**src/rtl/branch_pkg.sv**
```systemverilog
// Shared definitions for the branch target unit.
// Contents:
//   br_mode_e   - target mode encoding (REL, ABS, IND, FALL)
//   OFFSET_W    - width of the offset/immediate operand
//   entry_width - width of one packed queue entry {target, tag, wrap}
package branch_pkg;

    typedef enum logic [1:0] {
        BR_REL  = 2'b00,
        BR_ABS  = 2'b01,
        BR_IND  = 2'b10,
        BR_FALL = 2'b11
    } br_mode_e;

    localparam int OFFSET_W = 32;

    // Queue entries are packed as {target[pc_w], tag[tag_w], wrap}.
    function automatic int entry_width(input int pc_w, input int tag_w);
        return pc_w + tag_w + 1;
    endfunction

endpackage

```
**src/rtl/branch_target_calc.sv**
```systemverilog
// Combinational branch target generator.
// Ports:
//   mode       - target mode (br_mode_e encoding)
//   pc_next    - fall-through PC
//   pc_branch  - signed offset (REL) or absolute target (ABS)
//   reg_target - register-indirect target
//   target     - computed target, truncated to PC_WIDE bits
//   wrap       - the untruncated target lies outside the PC range
module branch_target_calc
    import branch_pkg::*;
#(
    parameter int PC_WIDE = 7
) (
    input  logic [1:0]          mode,
    input  logic [PC_WIDE-1:0]  pc_next,
    input  logic [OFFSET_W-1:0] pc_branch,
    input  logic [PC_WIDE-1:0]  reg_target,
    output logic [PC_WIDE-1:0]  target,
    output logic                wrap
);

    // Two guard bits above the offset width hold the full range of
    // unsigned PC plus signed 32-bit offset without overflow; any set bit
    // at or above PC_WIDE (including the sign) means the target wrapped.
    localparam int SUM_W = OFFSET_W + 2;

    logic [SUM_W-1:0] sum_s;

    assign sum_s = {{(SUM_W - PC_WIDE){1'b0}}, pc_next}
                 + {{(SUM_W - OFFSET_W){pc_branch[OFFSET_W-1]}}, pc_branch};

    // Mode mux selecting the target and its range-violation flag.
    always_comb begin
        target = {PC_WIDE{1'b0}};
        wrap   = 1'b0;
        case (mode)
            BR_REL: begin
                target = sum_s[PC_WIDE-1:0];
                wrap   = |sum_s[SUM_W-1:PC_WIDE];
            end
            BR_ABS: begin
                target = pc_branch[PC_WIDE-1:0];
                wrap   = |pc_branch[OFFSET_W-1:PC_WIDE];
            end
            BR_IND: begin
                target = reg_target;
                wrap   = 1'b0;
            end
            BR_FALL: begin
                target = pc_next;
                wrap   = 1'b0;
            end
            default: begin
                target = {PC_WIDE{1'b0}};
                wrap   = 1'b0;
            end
        endcase
    end

endmodule

```
**src/rtl/branch_target_unit.sv**
```systemverilog
// Pipelined branch target unit for the fetch stage. Targets are computed at
// accept time and stored in a small FIFO; the head entry drives registered
// outputs one cycle after acceptance.
// Ports:
//   clk, rst            - clock; asynchronous active-low reset
//   flush               - drop all queued entries and the incoming request
//   in_valid/in_ready   - request handshake (in_ready is registered)
//   in_mode, pc_next, pc_branch, reg_target, in_tag - request fields
//   out_valid/out_ready - result handshake
//   branch_pc, out_tag, out_wrap - head entry (held while out_valid=0)
module branch_target_unit
    import branch_pkg::*;
#(
    parameter int PC_WIDE = 7,
    parameter int TAG_W   = 3,
    parameter int DEPTH   = 2
) (
    input  logic                clk,
    input  logic                rst,
    input  logic                flush,
    input  logic                in_valid,
    output logic                in_ready,
    input  logic [1:0]          in_mode,
    input  logic [PC_WIDE-1:0]  pc_next,
    input  logic [OFFSET_W-1:0] pc_branch,
    input  logic [PC_WIDE-1:0]  reg_target,
    input  logic [TAG_W-1:0]    in_tag,
    output logic                out_valid,
    input  logic                out_ready,
    output logic [PC_WIDE-1:0]  branch_pc,
    output logic [TAG_W-1:0]    out_tag,
    output logic                out_wrap
);

    localparam int PTR_W   = $clog2(DEPTH);
    localparam int CNT_W   = PTR_W + 1;
    localparam int ENTRY_W = entry_width(PC_WIDE, TAG_W);

    localparam logic [PTR_W-1:0] PTR_ONE   = PTR_W'(1);
    localparam logic [CNT_W-1:0] CNT_ONE   = CNT_W'(1);
    localparam logic [CNT_W-1:0] CNT_DEPTH = CNT_W'(DEPTH);

    logic [ENTRY_W-1:0] mem_r [DEPTH];
    logic [PTR_W-1:0]   rd_ptr_r;
    logic [PTR_W-1:0]   wr_ptr_r;
    logic [CNT_W-1:0]   count_r;

    logic [PTR_W-1:0]   rd_ptr_nxt_s;
    logic [PTR_W-1:0]   wr_ptr_nxt_s;
    logic [CNT_W-1:0]   count_nxt_s;
    logic               push_s;
    logic               pop_s;
    logic [PC_WIDE-1:0] calc_target_s;
    logic               calc_wrap_s;
    logic [ENTRY_W-1:0] new_entry_s;
    logic [ENTRY_W-1:0] head_entry_s;

    branch_target_calc #(
        .PC_WIDE (PC_WIDE)
    ) u_calc (
        .mode       (in_mode),
        .pc_next    (pc_next),
        .pc_branch  (pc_branch),
        .reg_target (reg_target),
        .target     (calc_target_s),
        .wrap       (calc_wrap_s)
    );

    // in_ready and out_valid are registers, so neither handshake has a
    // combinational path from the opposite side.
    assign push_s      = in_valid & in_ready & ~flush;
    assign pop_s       = out_valid & out_ready & ~flush;
    assign new_entry_s = {calc_target_s, in_tag, calc_wrap_s};

    // Next pointer/count state; flush overrides accept and pop.
    always_comb begin
        rd_ptr_nxt_s = rd_ptr_r;
        wr_ptr_nxt_s = wr_ptr_r;
        count_nxt_s  = count_r;
        if (flush) begin
            rd_ptr_nxt_s = {PTR_W{1'b0}};
            wr_ptr_nxt_s = {PTR_W{1'b0}};
            count_nxt_s  = {CNT_W{1'b0}};
        end else begin
            if (push_s) begin
                wr_ptr_nxt_s = wr_ptr_r + PTR_ONE;
            end else begin
                wr_ptr_nxt_s = wr_ptr_r;
            end
            if (pop_s) begin
                rd_ptr_nxt_s = rd_ptr_r + PTR_ONE;
            end else begin
                rd_ptr_nxt_s = rd_ptr_r;
            end
            if (push_s && !pop_s) begin
                count_nxt_s = count_r + CNT_ONE;
            end else if (pop_s && !push_s) begin
                count_nxt_s = count_r - CNT_ONE;
            end else begin
                count_nxt_s = count_r;
            end
        end
    end

    // The next head is the entry being written this edge when it lands
    // exactly at the next read pointer (empty queue, or push+pop at
    // count 1); otherwise it is already in storage.
    always_comb begin
        head_entry_s = mem_r[rd_ptr_nxt_s];
        if (push_s && (wr_ptr_r == rd_ptr_nxt_s)) begin
            head_entry_s = new_entry_s;
        end else begin
            head_entry_s = mem_r[rd_ptr_nxt_s];
        end
    end

    // Entry storage written on accept.
    always_ff @(posedge clk or negedge rst) begin
        if (!rst) begin
            for (int i = 0; i < DEPTH; i++) begin
                mem_r[i] <= {ENTRY_W{1'b0}};
            end
        end else if (push_s) begin
            mem_r[wr_ptr_r] <= new_entry_s;
        end else begin
            mem_r[wr_ptr_r] <= mem_r[wr_ptr_r];
        end
    end

    // Pointers, occupancy and registered handshake/result outputs.
    always_ff @(posedge clk or negedge rst) begin
        if (!rst) begin
            rd_ptr_r  <= {PTR_W{1'b0}};
            wr_ptr_r  <= {PTR_W{1'b0}};
            count_r   <= {CNT_W{1'b0}};
            in_ready  <= 1'b0;
            out_valid <= 1'b0;
            branch_pc <= {PC_WIDE{1'b0}};
            out_tag   <= {TAG_W{1'b0}};
            out_wrap  <= 1'b0;
        end else begin
            rd_ptr_r  <= rd_ptr_nxt_s;
            wr_ptr_r  <= wr_ptr_nxt_s;
            count_r   <= count_nxt_s;
            in_ready  <= (count_nxt_s < CNT_DEPTH);
            out_valid <= (count_nxt_s != {CNT_W{1'b0}});
            if (count_nxt_s != {CNT_W{1'b0}}) begin
                branch_pc <= head_entry_s[ENTRY_W-1 -: PC_WIDE];
                out_tag   <= head_entry_s[TAG_W:1];
                out_wrap  <= head_entry_s[0];
            end else begin
                branch_pc <= branch_pc;
                out_tag   <= out_tag;
                out_wrap  <= out_wrap;
            end
        end
    end

endmodule

```
**config.mk**
```make
export PLATFORM = sky130hd
export DESIGN_NAME = branch_target_unit
export DESIGN_NICKNAME = d
export VERILOG_FILES = /design/src/rtl/branch_pkg.sv /design/src/rtl/branch_target_calc.sv /design/src/rtl/branch_target_unit.sv
export SDC_FILE = /design/constraint.sdc
export NUM_CORES = 1
export LEC_CHECK = 0
export BUFFER_PORTS_ARGS = -buffer_cell sky130_fd_sc_hd__buf_4
export CAP_MARGIN = 30
export CORE_MARGIN = 5
export CORE_UTILIZATION = 60
export CTS_CLUSTER_SIZE = 25
export DETAILED_ROUTE_END_ITERATION = 7
export PLACE_DENSITY = 0.93
export SETUP_SLACK_MARGIN = 0.02
export SYNTH_ARGS = -nofsm -noshare
export SYNTH_HDL_FRONTEND = slang
export SYNTH_HIERARCHICAL = 1
export SYNTH_SLANG_ARGS = --single-unit
```
**constraint.sdc**
```tcl
create_clock -name clk -period 2.6 [get_ports clk]
set_input_delay 0.52 -clock clk [delete_from_list [all_inputs] [get_ports clk]]
set_output_delay 0.52 -clock clk [all_outputs]
set_load 0.005 [all_outputs]
```
== Yosys cells after proc, flatten, opt, wreduce, memory -nomap -nowiden ==
Index checks and enable logic that the tools add are counted.

* Add/sub/neg operators: 5
* $lt $le $gt $ge: 4
* Eq/ne operators: 4
* Multiplexer cells: 21
* Bitwise operators: 7
* Reductions and logical operators: 12

{| class="wikitable"
|+ Operators with widths
! kind !! number
|-
| $mux 11 || 8
|-
| $bwmux 22 || 2
|-
| $add 8x32->33 || 1
|-
| $pmux 7 s4 || 1
|-
| $reduce_or 27->1 || 1
|-
| $reduce_or 25->1 || 1
|-
| $mux 22 || 1
|-
| $demux 11 s1 || 1
|-
| $mux 2 || 3
|-
| $and 1x1->1 || 4
|-
| $eq 2x2->1 const B || 2
|-
| $ge 2x2->1 const B || 2
|-
| $logic_and 1x1->1 || 4
|-
| $mux 1 || 4
|-
| $not 1->2 || 2
|-
| $reduce_bool 2->1 || 2
|-
| $pmux 1 s3 || 1
|-
| $add 1x1->1 const B || 2
|-
| $add 2x1->2 const B || 1
|-
| $eq 2x1->1 const B || 1
|-
| $logic_not 1->1 || 2
|-
| $logic_not 2->1 || 1
|-
| $lt 2x1->1 const B || 1
|-
| $lt 2x2->1 const B || 1
|-
| 4 further kinds || 4
|}

* Register bits: 39
* Input port bits: 56
* Output and inout port bits: 13
* Word-level logic and storage cells: 63

== Logic depth before layout (Yosys ltp) ==
Gate-level depths: netlist of run 1.

* Depth after elaboration: 9
* Gate-level depth with buffers: 13
* Gate-level depth less buffers: 13

== By module ==
The synthesis of run 1 kept the hierarchy.

{| class="wikitable"
|+ Modules (own cells, without submodules)
! module !! instances !! cells each !! area an instance (sq um) !! seq. area each (sq um)
|-
| branch_target_unit || 1 || 172 || 2,050.7 || 975.9
|-
| branch_target_calc || 1 || 143 || 1,093.5 || 0.0
|}

== Worst setup path before layout of run 1 ==
No wires, ideal clock.

* Kind: input-to-reg
* Start point: input pc_next[0]
* End point: register out_wrap
* Library setup time: 125 ps
* Data arrival time: 2,675 ps
* Data required time: 2,475 ps
* Slack: -200 ps
* Cell stages on the path: 13
* Buffers on the path: 0
* Path through: ha_1 -> inv_1 -> fa_1 -> nor2b_1 -> o31a_1 -> o31ai_2 -> nor4_4 -> nand3_1 -> o21a_1 -> nor4_1 -> a31oi_1 -> nor3_1 -> o31ai_2

* Word-level cells in the longest chain between the ends: 4

{| class="wikitable"
|+ Ends and longest elaborated chain
! item !! line !! source
|-
| start, declared || branch_target_unit.sv:24 || <nowiki>input logic [PC_WIDE-1:0] pc_next,</nowiki>
|-
| $add 8x32->33 || branch_target_calc.sv:30 || <nowiki>+ {{(SUM_W - OFFSET_W){pc_branch[OFFSET_W-1]}}, pc_branch};</nowiki>
|-
| $reduce_or 27->1 || branch_target_calc.sv:39 || <nowiki>wrap = |sum_s[SUM_W-1:PC_WIDE];</nowiki>
|-
| $pmux 1 s3 || branch_target_calc.sv:36 || <nowiki>case (mode)</nowiki>
|-
| via calc_wrap_s || branch_target_unit.sv:54 || <nowiki>logic calc_wrap_s;</nowiki>
|-
| $mux 11 || branch_target_unit.sv:110 || <nowiki>if (push_s && (wr_ptr_r == rd_ptr_nxt_s)) begin</nowiki>
|-
| end signal, assigned || branch_target_unit.sv:150 || <nowiki>out_wrap <= head_entry_s[0];</nowiki>
|-
| end signal, assigned || branch_target_unit.sv:154 || <nowiki>out_wrap <= out_wrap;</nowiki>
|-
| end, declared || branch_target_unit.sv:32 || <nowiki>output logic out_wrap</nowiki>
|}

The timed path passes the listed nets, and every way through them passes these cells.
A chain may end at the register's enable or synchronous reset.

== Final worst setup path of run 1 ==
* Start point: input pc_branch[3]
* End point: register out_wrap

* Word-level cells in the longest chain between the ends: 4

{| class="wikitable"
|+ Ends and longest elaborated chain
! item !! line !! source
|-
| start, declared || branch_target_unit.sv:25 || <nowiki>input logic [OFFSET_W-1:0] pc_branch,</nowiki>
|-
| $add 8x32->33 || branch_target_calc.sv:30 ||
|-
| $reduce_or 27->1 || branch_target_calc.sv:39 ||
|-
| $pmux 1 s3 || branch_target_calc.sv:36 ||
|-
| via calc_wrap_s || branch_target_unit.sv:54 ||
|-
| $mux 11 || branch_target_unit.sv:110 ||
|}

The timed path passes the listed nets, and every way through them passes these cells.

==> run_results.csv, run 1 <==
group,metric,value,unit
outcome,outcome,"finished with violations",
outcome,violations,"negative setup slack",
global_routing,first_global_vias,2932,
sta,finalHoldViolations,0,
sta,slew_violations,0,
setup_path,cp_top_family,"compound AO/OA/AOI/OAI gates",
sta,setup_slack,-26.2,ps
global_routing,grt_max_degree,40,
cells_and_area,drive_gt1_share,43.8,%
place,dp_slack,-383,ps
floorplan,die_height,82.4,um
logic_synthesis,synth_area_per_cell,9.98,um2
power_and_ir_drop,pwr-share-clk,12.5,%
global_routing,globalRouteOverflowTotal,0,
clock_network,clkTransAtPathRegs,80,ps
routing,routedWlPerCell,18.0,um
sta,worst_pin_slew,538,ps
routing,avgViaCountPerCell,6.34,
logic_synthesis,synth_edf_count,0,
sta,finalCritPeriodShare,101,%
floorplan,die_area,6790,um2
sta,slew_headroom,64.0,%
global_routing,grtUsageTotal,26.7,%
setup_path,crit_path_end_kind,"register",
power_and_ir_drop,p_total,3140,uW
power_and_ir_drop,pwr-share-comb,52.2,%
logic_synthesis,synthArstFlopShare,100,%
logic_synthesis,ys_warn_count,6,
clock_network,clk_latency,290,ps
power_and_ir_drop,ir_drop,0.419,mV
clock_network,holdBufCountCts,0,
sta,fmax,381,MHz
logic_synthesis,ys_ff_latch,39,
floorplan,die_width,82.4,um
setup_path,crit_path_frequent_cell,"buf_4",
flow_run,maxCapViolCount,0,
clock_network,numCtsBuffers,5,
routing,drc_errors,0,
power_and_ir_drop,p_per_area,778,nW/um2
routing,wirelength,8420,um
sta,fin_skew,7.72,ps
power_and_ir_drop,seq_power_share,35.4,%
routing,first_iter_violations,233,
cells_and_area,nets,460,
clock_network,root_buffer,"clkbuf_8",
sta,layout_min_cycle_time,2630,ps
power_and_ir_drop,p_leak,0.00174,uW
cells_and_area,syn_to_final_growth,28.3,%
worst_hold_path,hold_path_class,"input pin to asynchronous set/reset pin",
logic_synthesis,yosysSeqAreaShare,31.0,%
setup_path,arrival,2820,ps
floorplan,core,5110,um2
floorplan,io_pins,69,
place,hpwlAfterDp,6400,um
setup_path,critical_path_class,"input pin to register",
logic_synthesis,synth_nets,379,
clock_network,cts_tree,"yes",
global_routing,grt_pass1_wl,14000,um
routing,via_count,2959,
setup_path,critical_path_buf_inv_count,2,
cells_and_area,fin_util,79.0,%
place,numPortBuffers,68,
sta,setup_viol,1,
clock_network,cts_sinks,39,
place,globalplace.congestion,0.928,
routing,drt-pass1-iter-count,5,
floorplan,start_util,61.6,%
sta,rsz0062_at_grt,"yes",
logic_synthesis,synth_cell_types,61,
setup_path,cp_data_required_time,2790,ps
floorplan,placement_rows,26,
setup_path,worstSetupStartpointType,"input pin",
clock_network,cts_setup_buffers,0,
power_and_ir_drop,internal-power,1910,uW
logic_synthesis,syn_inst,315,
setup_path,crit_path_max_fanout,4,
sta,hold_ws,177,ps
clock_network,h-tree-depth,2,
setup_path,slowest_delay,560,ps
setup_path,critPathSlowestCell,"or4b_4",
clock_network,clk_path_buf_depth,2,
logic_synthesis,synth_flop_cell,"dfrtp_1",
logic_synthesis,synthesis.area,3140,um2
routing,ant_nets,0,
setup_path,crit_chain,"buf_4 -> ha_4 -> o211a_1 -> a21oi_1 -> or4b_4 -> buf_4 -> nor2_4 -> nor2b_1 -> a31oi_1 -> nor4_2 -> a31oi_2 -> nor3_2 -> o31ai_2",
global_routing,grt_antenna_before_repair,0,
power_and_ir_drop,swShare,39.0,%
cells_and_area,n_antenna_cell,0,
power_and_ir_drop,p_sw,1220,uW
## cell families after synthesis
group | after synthesis | share of synthesized area, %
AO/OA/AOI/OAI | 72 | 20.7
XOR/XNOR | 17 | 4.74
adder cells (fa/ha/maj) | 8 | 3.42
buffers and inverters | 34 | 4.89
flip-flops | 39 | 31.0
multiplexers | 33 | 14.2
AND/OR/NAND/NOR | 112 | 21.0
## cell usage after synthesis, types with 3 or more instances
cell type | n | area, um2
a31oi_1 | 5 | 31.3
nand3_1 | 19 | 95.1
a211oi_1 | 11 | 82.6
or2_2 | 4 | 25.0
xor2_1 | 4 | 35.0
buf_2 | 3 | 15.0
o21a_1 | 3 | 22.5
o31ai_2 | 11 | 138
nand4b_1 | 3 | 26.3
nand4_1 | 3 | 18.8
nor2b_1 | 5 | 31.3
a21o_1 | 3 | 22.5
mux2_1 | 4 | 45.0
clkbuf_1 | 7 | 26.3
mux4_2 | 7 | 158
mux2i_1 | 4 | 40.0
nand2_1 | 15 | 56.3
inv_1 | 18 | 67.6
xnor2_1 | 13 | 114
nor2_1 | 14 | 52.6
buf_4 | 4 | 30.0
a221oi_2 | 10 | 150
o21ai_0 | 5 | 25.0
dfrtp_1 | 39 | 976
nor3_1 | 26 | 130
mux2_2 | 18 | 203
a21oi_1 | 8 | 40.0
ha_1 | 7 | 87.6
## power by group through the flow
stage / clock network (uW) / registers (uW) / logic, uW
2_1_floorplan: 0 / 1070 / 1090
3_3_place_gp: 0 / 1080 / 1520
3_5_place_dp: 0 / 1110 / 1590
4_1_cts: 394 / 1100 / 1620
5_1_grt: 420 / 1150 / 1790
6_report: 391 / 1110 / 1640
## flip-flops by register name, summed over array words and instances, names as in the netlist
name and cells:
branch_pc 7, count_r 2, in_ready 1, mem_r 22
out_tag 3, out_valid 1, out_wrap 1, rd_ptr_r 1
wr_ptr_r 1
## worst register-to-register path, cell delays in order, from the launching register on
cell and delay [ps]:
dfrtp_1 400, nand2_1 160, or2_2 430, nor2_1 370
buf_4 250, mux2_2 350
## final cells by class
type,count,area [um2]
Inverter,18,67.6
Tap cell,70,87.6
Multi-Input combinational cell,242,2140
Clock inverter,1,5.00
Clock buffer,7,76.3
Fill cell,342,1070
Timing Repair Buffer,90,687
Sequential cell,39,976
## placed cells by master, fill, tap and decap left out, types with 4 or more instances in the layout
cell type	count
a211oi_1	11
a21oi_1	8
a221oi_2	10
a31oi_1	4
buf_4	88
clkbuf_8	5
dfrtp_1	39
ha_4	4
inv_1	17
mux2_2	17
mux2i_1	4
mux4_2	7
nand2_1	15
nand3_1	19
nor2_1	14
nor2b_1	4
nor3_1	23
o21ai_0	5
o31ai_2	10
or2_2	4
xnor2_1	13
xor2_1	4
## routing by layer
layer | routed length (um) | GRT usage [%] | part of all wire (%) | vias to the layer above
met3 | 487 | 2.60 | 5.8 | 18
met5 | 0 | 0 | 0 | -
met1 | 3410 | 33.8 | 41 | 1449
li1 | - | - | - | 1360
met4 | 163 | 7.81 | 1.9 | 0
met2 | 4360 | 47.8 | 52 | 132
## what timing repair did
item	4_1_cts	5_1_grt
cloned	0	0
pin swaps	2	6
resized for setup	5	10
endpoints found under the setup margin	3	4
## stage by stage
stage / instance area (um2) / std cells / TNS (ps)
after floorplan: 3180 / 315 / -125
final: 4040 / 467 / -26.2
after CTS: 3970 / 467 / -135
after global placement: 3860 / 459 / -1480
after global routing: 4040 / 467 / -428
after detailed placement: 3860 / 459 / -1800
## worst paths after layout
check	startpoint	to	slack [ps]	depth (start not counted)
worst max-delay path	pc_branch[3]	out_wrap$_DFFE_PN0P_	-30	13
worst min-delay path	rst	wr_ptr_r$_DFFE_PN0P_	180	1
worst max register to register	in_ready$_DFF_PN0_	mem_r[19]$_DFFE_PN0N_	530	5
worst min register to register	mem_r[13]$_DFFE_PN0N_	mem_r[13]$_DFFE_PN0N_	500	1
max in group asynchronous	rst	mem_r[13]$_DFFE_PN0N_	2070	1
min in group clk	flush	count_r[1]$_DFF_PN0_	430	2
Power figures use the tool's default switching activity.
==> run 2: changes to the inputs <==
- BUFFER_PORTS_ARGS: -buffer_cell sky130_fd_sc_hd__buf_4 -> -buffer_cell sky130_fd_sc_hd__buf_2
- CORE_UTILIZATION: 60 -> 55
- PLACE_DENSITY: 0.93 -> 0.87
- clock period: 2.6 -> 2.5 ns (I/O delays scaled with it)
==> run 2 against run 1 <==
  * The run still ends with negative setup slack left
  * Non-clock buffer count is 10 higher
  * Via count is 1.6% higher
  * Largest power group unchanged
  * Critical path depth is 1 higher
==> run_results.csv, run 2 (same netlist as run 1, synthesis figures left out) <==
group,metric,value,unit
sta,finalHoldViolations,0,
clock_network,numCtsBuffers,5,
clock_network,cts_sinks,39,
floorplan,placement_rows,27,
routing,avgViaCountPerCell,6.28,
outcome,outcome,"finished with violations",
outcome,violations,"negative setup slack",
clock_network,cts_tree,"yes",
cells_and_area,fill_cells,424,
floorplan,start_util,56.8,%
cells_and_area,top_register,"mem_r",
setup_path,crit_path_max_fanout,4,
floorplan,die_height,85.6,um
power_and_ir_drop,p_total,3460,uW
clock_network,clk_latency,300,ps
floorplan,die_width,85.6,um
cells_and_area,syn_to_final_growth,28.1,%
flow_run,maxCapViolCount,0,
setup_path,reg2reg_from,"wr_ptr_r$_DFFE_PN0P_",
place,globalplace.congestion,0.909,
place,numPortBuffers,68,
sta,worst_pin_slew,876,ps
setup_path,crit_path_start,"pc_branch[0]",
sta,slew_violations,0,
setup_path,worstSetupStartpointType,"input pin",
clock_network,h-tree-depth,2,
sta,setup_viol,3,
sta,layout_min_cycle_time,2740,ps
setup_path,crit_path_end_kind,"register",
cells_and_area,multi_input_area,2160,um2
global_routing,grtUsageTotal,24.5,%
floorplan,core,5540,um2
routing,wirelength,9040,um
routing,drc_errors,0,
routing,first_iter_violations,188,
sta,finalCritPeriodShare,110,%
routing,drt-pass1-iter-count,6,
routing,via_count,3006,
cells_and_area,layout_commonest_cell,"buf_2",
power_and_ir_drop,p_per_area,858,nW/um2
sta,slew_headroom,41.2,%
cells_and_area,final_cell_mix,"buf_2, dfrtp_1, buf_4",
setup_path,cp_data_required_time,2700,ps
power_and_ir_drop,p_leak,0.00178,uW
clock_network,clk_path_buf_depth,2,
sta,fin_skew,12.3,ps
global_routing,first_global_vias,3066,
clock_network,clkTransAtPathRegs,80,ps
sta,hold_ws,303,ps
routing,routedWlPerCell,18.9,um
global_routing,grt_max_degree,40,
cells_and_area,nets,470,
sta,fmax,365,MHz
clock_network,root_buffer,"clkbuf_8",
routing,ant_nets,0,
global_routing,globalRouteOverflowTotal,0,
cells_and_area,largest_register_ffs,22,
global_routing,grt_antenna_before_repair,0,
sta,rsz0062_at_grt,"yes",
floorplan,die_area,7330,um2
worst_hold_path,hold_path_class,"input pin to asynchronous set/reset pin",
floorplan,io_pins,69,
setup_path,critical_path_class,"input pin to register",
clock_network,holdBufCountCts,0,
setup_path,arrival,2940,ps
cells_and_area,n_antenna_cell,0,
cells_and_area,drive_gt1_share,46.4,%
power_and_ir_drop,ir_drop,0.601,mV
place,hpwlAfterDp,6790,um
global_routing,grt_pass1_wl,14400,um
cells_and_area,reg_top3,"mem_r (22), branch_pc (7), out_tag (3)",
cells_and_area,area.sequential,976,um2
sta,setup_slack,-242,ps
[run 2: layout make-up]
| class | count | area share (%) |
|---|---|---|
| Multi-Input combinational cell | 242 | 53.7 |
| Sequential cell | 39 | 24.2 |
| Timing Repair Buffer | 100 | 14.8 |
| Tap cell | 72 | 2.24 |
| Clock buffer | 5 | 1.71 |
| Clock inverter | 3 | 1.68 |
| Inverter | 18 | 1.68 |
[run 2: worst max-delay path, cell delays in order]
cell and delay, ps:
buf_8 100, ha_4 150, inv_2 50, fa_2 200, nor2b_2 50, o31a_1 330, o21a_2 260, o211ai_1 290
o41ai_4 160, a31oi_2 240, nor4_4 80, a31oi_2 260, nor3_2 70, o31ai_2 190
[run 2: power breakdown]
part | internal [uW] | leakage (uW) | switching, uW
clock | 398 | 0.0000644 | 232
sequential | 937 | 0.000473 | 226
combinational | 799 | 0.00124 | 867
[run 2: worst paths after layout]
kind	depth (start not counted)	slack, ps	end
min	1	300	out_valid$_DFF_PN0_
max	14	-240	out_wrap$_DFFE_PN0P_
min reg2reg	1	510	mem_r[13]$_DFFE_PN0N_
max reg2reg	5	430	out_wrap$_DFFE_PN0P_
max in group asynchronous	1	1640	mem_r[2]$_DFFE_PN0P_
min in group clk	2	450	count_r[1]$_DFF_PN0_
[run 2: timing repair]
item                       4_1_cts  5_1_grt
gates resized for setup         12        9
pin swaps                       10       11
setup endpoints to repair        3        4
setup buffers                    2        1
[run 2: metrics by stage]
stage / setup WS [ps] / cells / TNS, ps / cell area (um2) / util (%)
3_3_place_gp: -377 / 468 / -2020 / 3750 / 67.8
3_5_place_dp: -477 / 468 / -2470 / 3750 / 67.8
4_1_cts: -102 / 478 / -231 / 3970 / 71.6
2_1_floorplan: -133 / 315 / -366 / 3190 / -
5_1_grt: -287 / 479 / -811 / 4030 / 72.7
6_report: -242 / 479 / -645 / 4030 / 72.7
[run 2: layer usage]
layer	up-vias	part of all wire, %	wire [um]	track usage [%]
li1	1381	-	-	-
met1	1488	39	3560	28.2
met4	0	1.6	146	9.35
met2	125	53	4780	45.8
met5	-	0	0	0
met3	12	6.1	551	3.27
==> run 3: changes to the inputs <==
--- a/config.mk
+++ b/config.mk
@@ -10,8 +10,9 @@
 export CORE_MARGIN = 5
 export CORE_UTILIZATION = 55
+export CTS_CLUSTER_DIAMETER = 30
 export CTS_CLUSTER_SIZE = 25
 export DETAILED_ROUTE_END_ITERATION = 7
 export PLACE_DENSITY = 0.87
-export SETUP_SLACK_MARGIN = 0.02
+export SETUP_SLACK_MARGIN = 0.2
 export SYNTH_ARGS = -nofsm -noshare
 export SYNTH_HDL_FRONTEND = slang
==> constraint.sdc (replaced) <==
create_clock -name clk -period 2.5 [get_ports clk]
set_input_delay 0.5 -clock clk [delete_from_list [all_inputs] [get_ports clk]]
set_output_delay 0.5 -clock clk [all_outputs]
set_load 0.01 [all_outputs]
==> run 3 against run 2 <==
  * The run still ends with negative setup slack left
  * Worst setup slack better by 110 ps
  * Critical path depth shrank 1
  * Global-route usage shrank 0.81 points
  * Utilization decreased by 0.59 points
  * Clock power is 13% lower
  * Count of clock-buffer cells in the layout increased by 1
  * Sequential cell count unchanged
  * Hold slack improved by 2.0 ps
  * Critical endpoint is now mem_r[0]$_DFFE_PN0P_
  * Largest cell class unchanged
  * Largest power group unchanged
  * Highest routed layer unchanged
==> run_results.csv, run 3 (same netlist as run 1, synthesis figures left out) <==
group,metric,value,unit
sta,rsz0062_at_grt,"yes",
floorplan,die_height,85.6,um
global_routing,first_global_vias,3086,
clock_network,clk_latency,300,ps
routing,avgViaCountPerCell,6.12,
sta,setup_slack,-127,ps
clock_network,cts_tree,"yes",
setup_path,critPathSlowestCell,"or3_4",
cells_and_area,nets,472,
routing,wirelength,8490,um
outcome,violations,"negative setup slack",
cells_and_area,final_cell_mix,"buf_2, dfrtp_1, buf_4",
routing,routedWlPerCell,17.6,um
clock_network,root_buffer,"clkbuf_8",
power_and_ir_drop,ir_drop,0.563,mV
setup_path,r2r_slack,570,ps
clock_network,holdBufCountCts,0,
setup_path,critical_path_class,"input pin to register",
sta,fmax,381,MHz
cells_and_area,largest_register_ffs,22,
cells_and_area,final_cell_area,4000,um2
power_and_ir_drop,internal-power,2060,uW
place,place_area,3800,um2
sta,finalHoldViolations,0,
routing,ant_nets,0,
floorplan,start_util,56.8,%
cells_and_area,fin_util,72.1,%
setup_path,crit_path_max_fanout,5,
setup_path,r2r_end,"mem_r[17]$_DFFE_PN0N_",
global_routing,grt_max_degree,40,
outcome,outcome,"finished with violations",
floorplan,placement_rows,27,
cells_and_area,drive_gt1_share,46.2,%
sta,worst_pin_slew,847,ps
setup_path,worst-r2r-cell-count,5,
sta,setup_viol,4,
routing,via_count,2946,
routing,drt-pass1-iter-count,5,
cells_and_area,top_register,"mem_r",
power_and_ir_drop,pwr-share-clk,16.3,%
sta,finalCritPeriodShare,105,%
worst_hold_path,hold_path_class,"input pin to asynchronous set/reset pin",
floorplan,die_width,85.6,um
sta,hold_ws,305,ps
cells_and_area,syn_to_final_growth,27.1,%
routing,first_iter_violations,118,
cells_and_area,multi_input_area,2120,um2
flow_run,maxCapViolCount,0,
sta,layout_min_cycle_time,2630,ps
setup_path,cp_data_required_time,2680,ps
cells_and_area,layout_commonest_cell,"buf_2",
clock_network,numCtsBuffers,5,
cells_and_area,area.sequential,976,um2
floorplan,die_area,7330,um2
power_and_ir_drop,p_leak,0.00178,uW
place,globalplace.congestion,0.890,
sta,slew_violations,0,
cells_and_area,reg_top3,"mem_r (22), branch_pc (7), out_tag (3)",
cells_and_area,n_antenna_cell,0,
floorplan,io_pins,69,
cells_and_area,fill_cells,402,
clock_network,cts_sinks,39,
routing,drc_errors,0,
sta,fin_setup_tns,-363,ps
setup_path,worstSetupStartpointType,"input pin",
global_routing,grt_pass1_wl,14300,um
place,numPortBuffers,68,
clock_network,clk_path_buf_depth,2,
setup_path,crit_path_end_kind,"register",
place,dp_slack,-519,ps
power_and_ir_drop,p_per_area,844,nW/um2
power_and_ir_drop,pwr-share-comb,49.7,%
power_and_ir_drop,seq_power_share,34.0,%
global_routing,globalRouteOverflowTotal,0,
place,hpwlAfterDp,6680,um
clock_network,h-tree-depth,2,
global_routing,grtUsageTotal,23.7,%
sta,slew_headroom,43.5,%
sta,fin_skew,6.41,ps
global_routing,grt_antenna_before_repair,0,
setup_path,slowest_delay,400,ps
floorplan,core,5540,um2
power_and_ir_drop,swShare,39.0,%
setup_path,arrival,2810,ps
clock_network,clkTransAtPathRegs,70,ps
power_and_ir_drop,p_sw,1320,uW
setup_path,reg2reg_from,"in_ready$_DFF_PN0_",
setup_path,crit_chain,"buf_8 -> ha_4 -> inv_2 -> fa_2 -> nor2b_2 -> o31a_1 -> o31ai_4 -> or3_4 -> nor3_1 -> a21oi_1 -> nor2_1 -> a31oi_2 -> mux2_4",
[run 3: power by group through the flow]
stage                     clock (uW)  combinational, uW  sequential (uW)
after floorplan                    0               1150             1150
after global placement             0               1570             1120
after detailed placement           0               1650             1160
after CTS                        560               1670             1150
after global routing             585               1810             1190
final                            549               1680             1150
[run 3: per-stage QoR]
step	total power, uW	std cells
2_1_floorplan	2300	315
3_3_place_gp	2690	471
3_5_place_dp	2800	471
4_1_cts	3380	480
5_1_grt	3580	481
6_report	3370	481
[run 3: repair_timing]
| item | in CTS | in global routing |
|---|---|---|
| pin swaps | 9 | 9 |
| setup endpoints to repair | 9 | 9 |
| gates resized for setup | 8 | 5 |
| setup buffers | 1 | 1 |
[run 3: worst max-delay path: cells and delay by family]
| kind | cells | cell delay [ps] |
|---|---|---|
| buffers and inverters | 2 | 120 |
| adder cells (fa/ha/maj) | 2 | 480 |
| AO/OA/AOI/OAI | 4 | 570 |
| multiplexers | 1 | 290 |
| AND/OR/NAND/NOR | 4 | 840 |
[run 3: worst max-delay path by stage]
stage	start	end	slack, ps
final	pc_branch[0]	mem_r[0]$_DFFE_PN0P_	-130
after global routing	pc_branch[0]	mem_r[0]$_DFFE_PN0P_	-220
after CTS	pc_branch[0]	out_wrap$_DFFE_PN0P_	-100
after global placement	pc_next[0]	out_wrap$_DFFE_PN0P_	-380
after floorplan	pc_next[0]	mem_r[0]$_DFFE_PN0P_	-130
after detailed placement	pc_next[0]	out_wrap$_DFFE_PN0P_	-520
[run 3: layer usage]
layer / part of all wire (%) / track usage, % / wire length, um
met5: 0 / 0 / 0
met4: 1.8 / 7.91 / 152
met3: 5.8 / 3.65 / 489
met2: 52 / 43.4 / 4440
met1: 40 / 28.3 / 3410
[run 3: layout make-up]
cell class              count  share of cell area (%)
inverters                  18                    1.69
clock inverters             2                   0.877
multi-input cells         242                    53.1
well taps                  72                    2.25
clock buffers               6                    2.07
flip-flops and latches     39                    24.4
repair buffers            102                    15.6
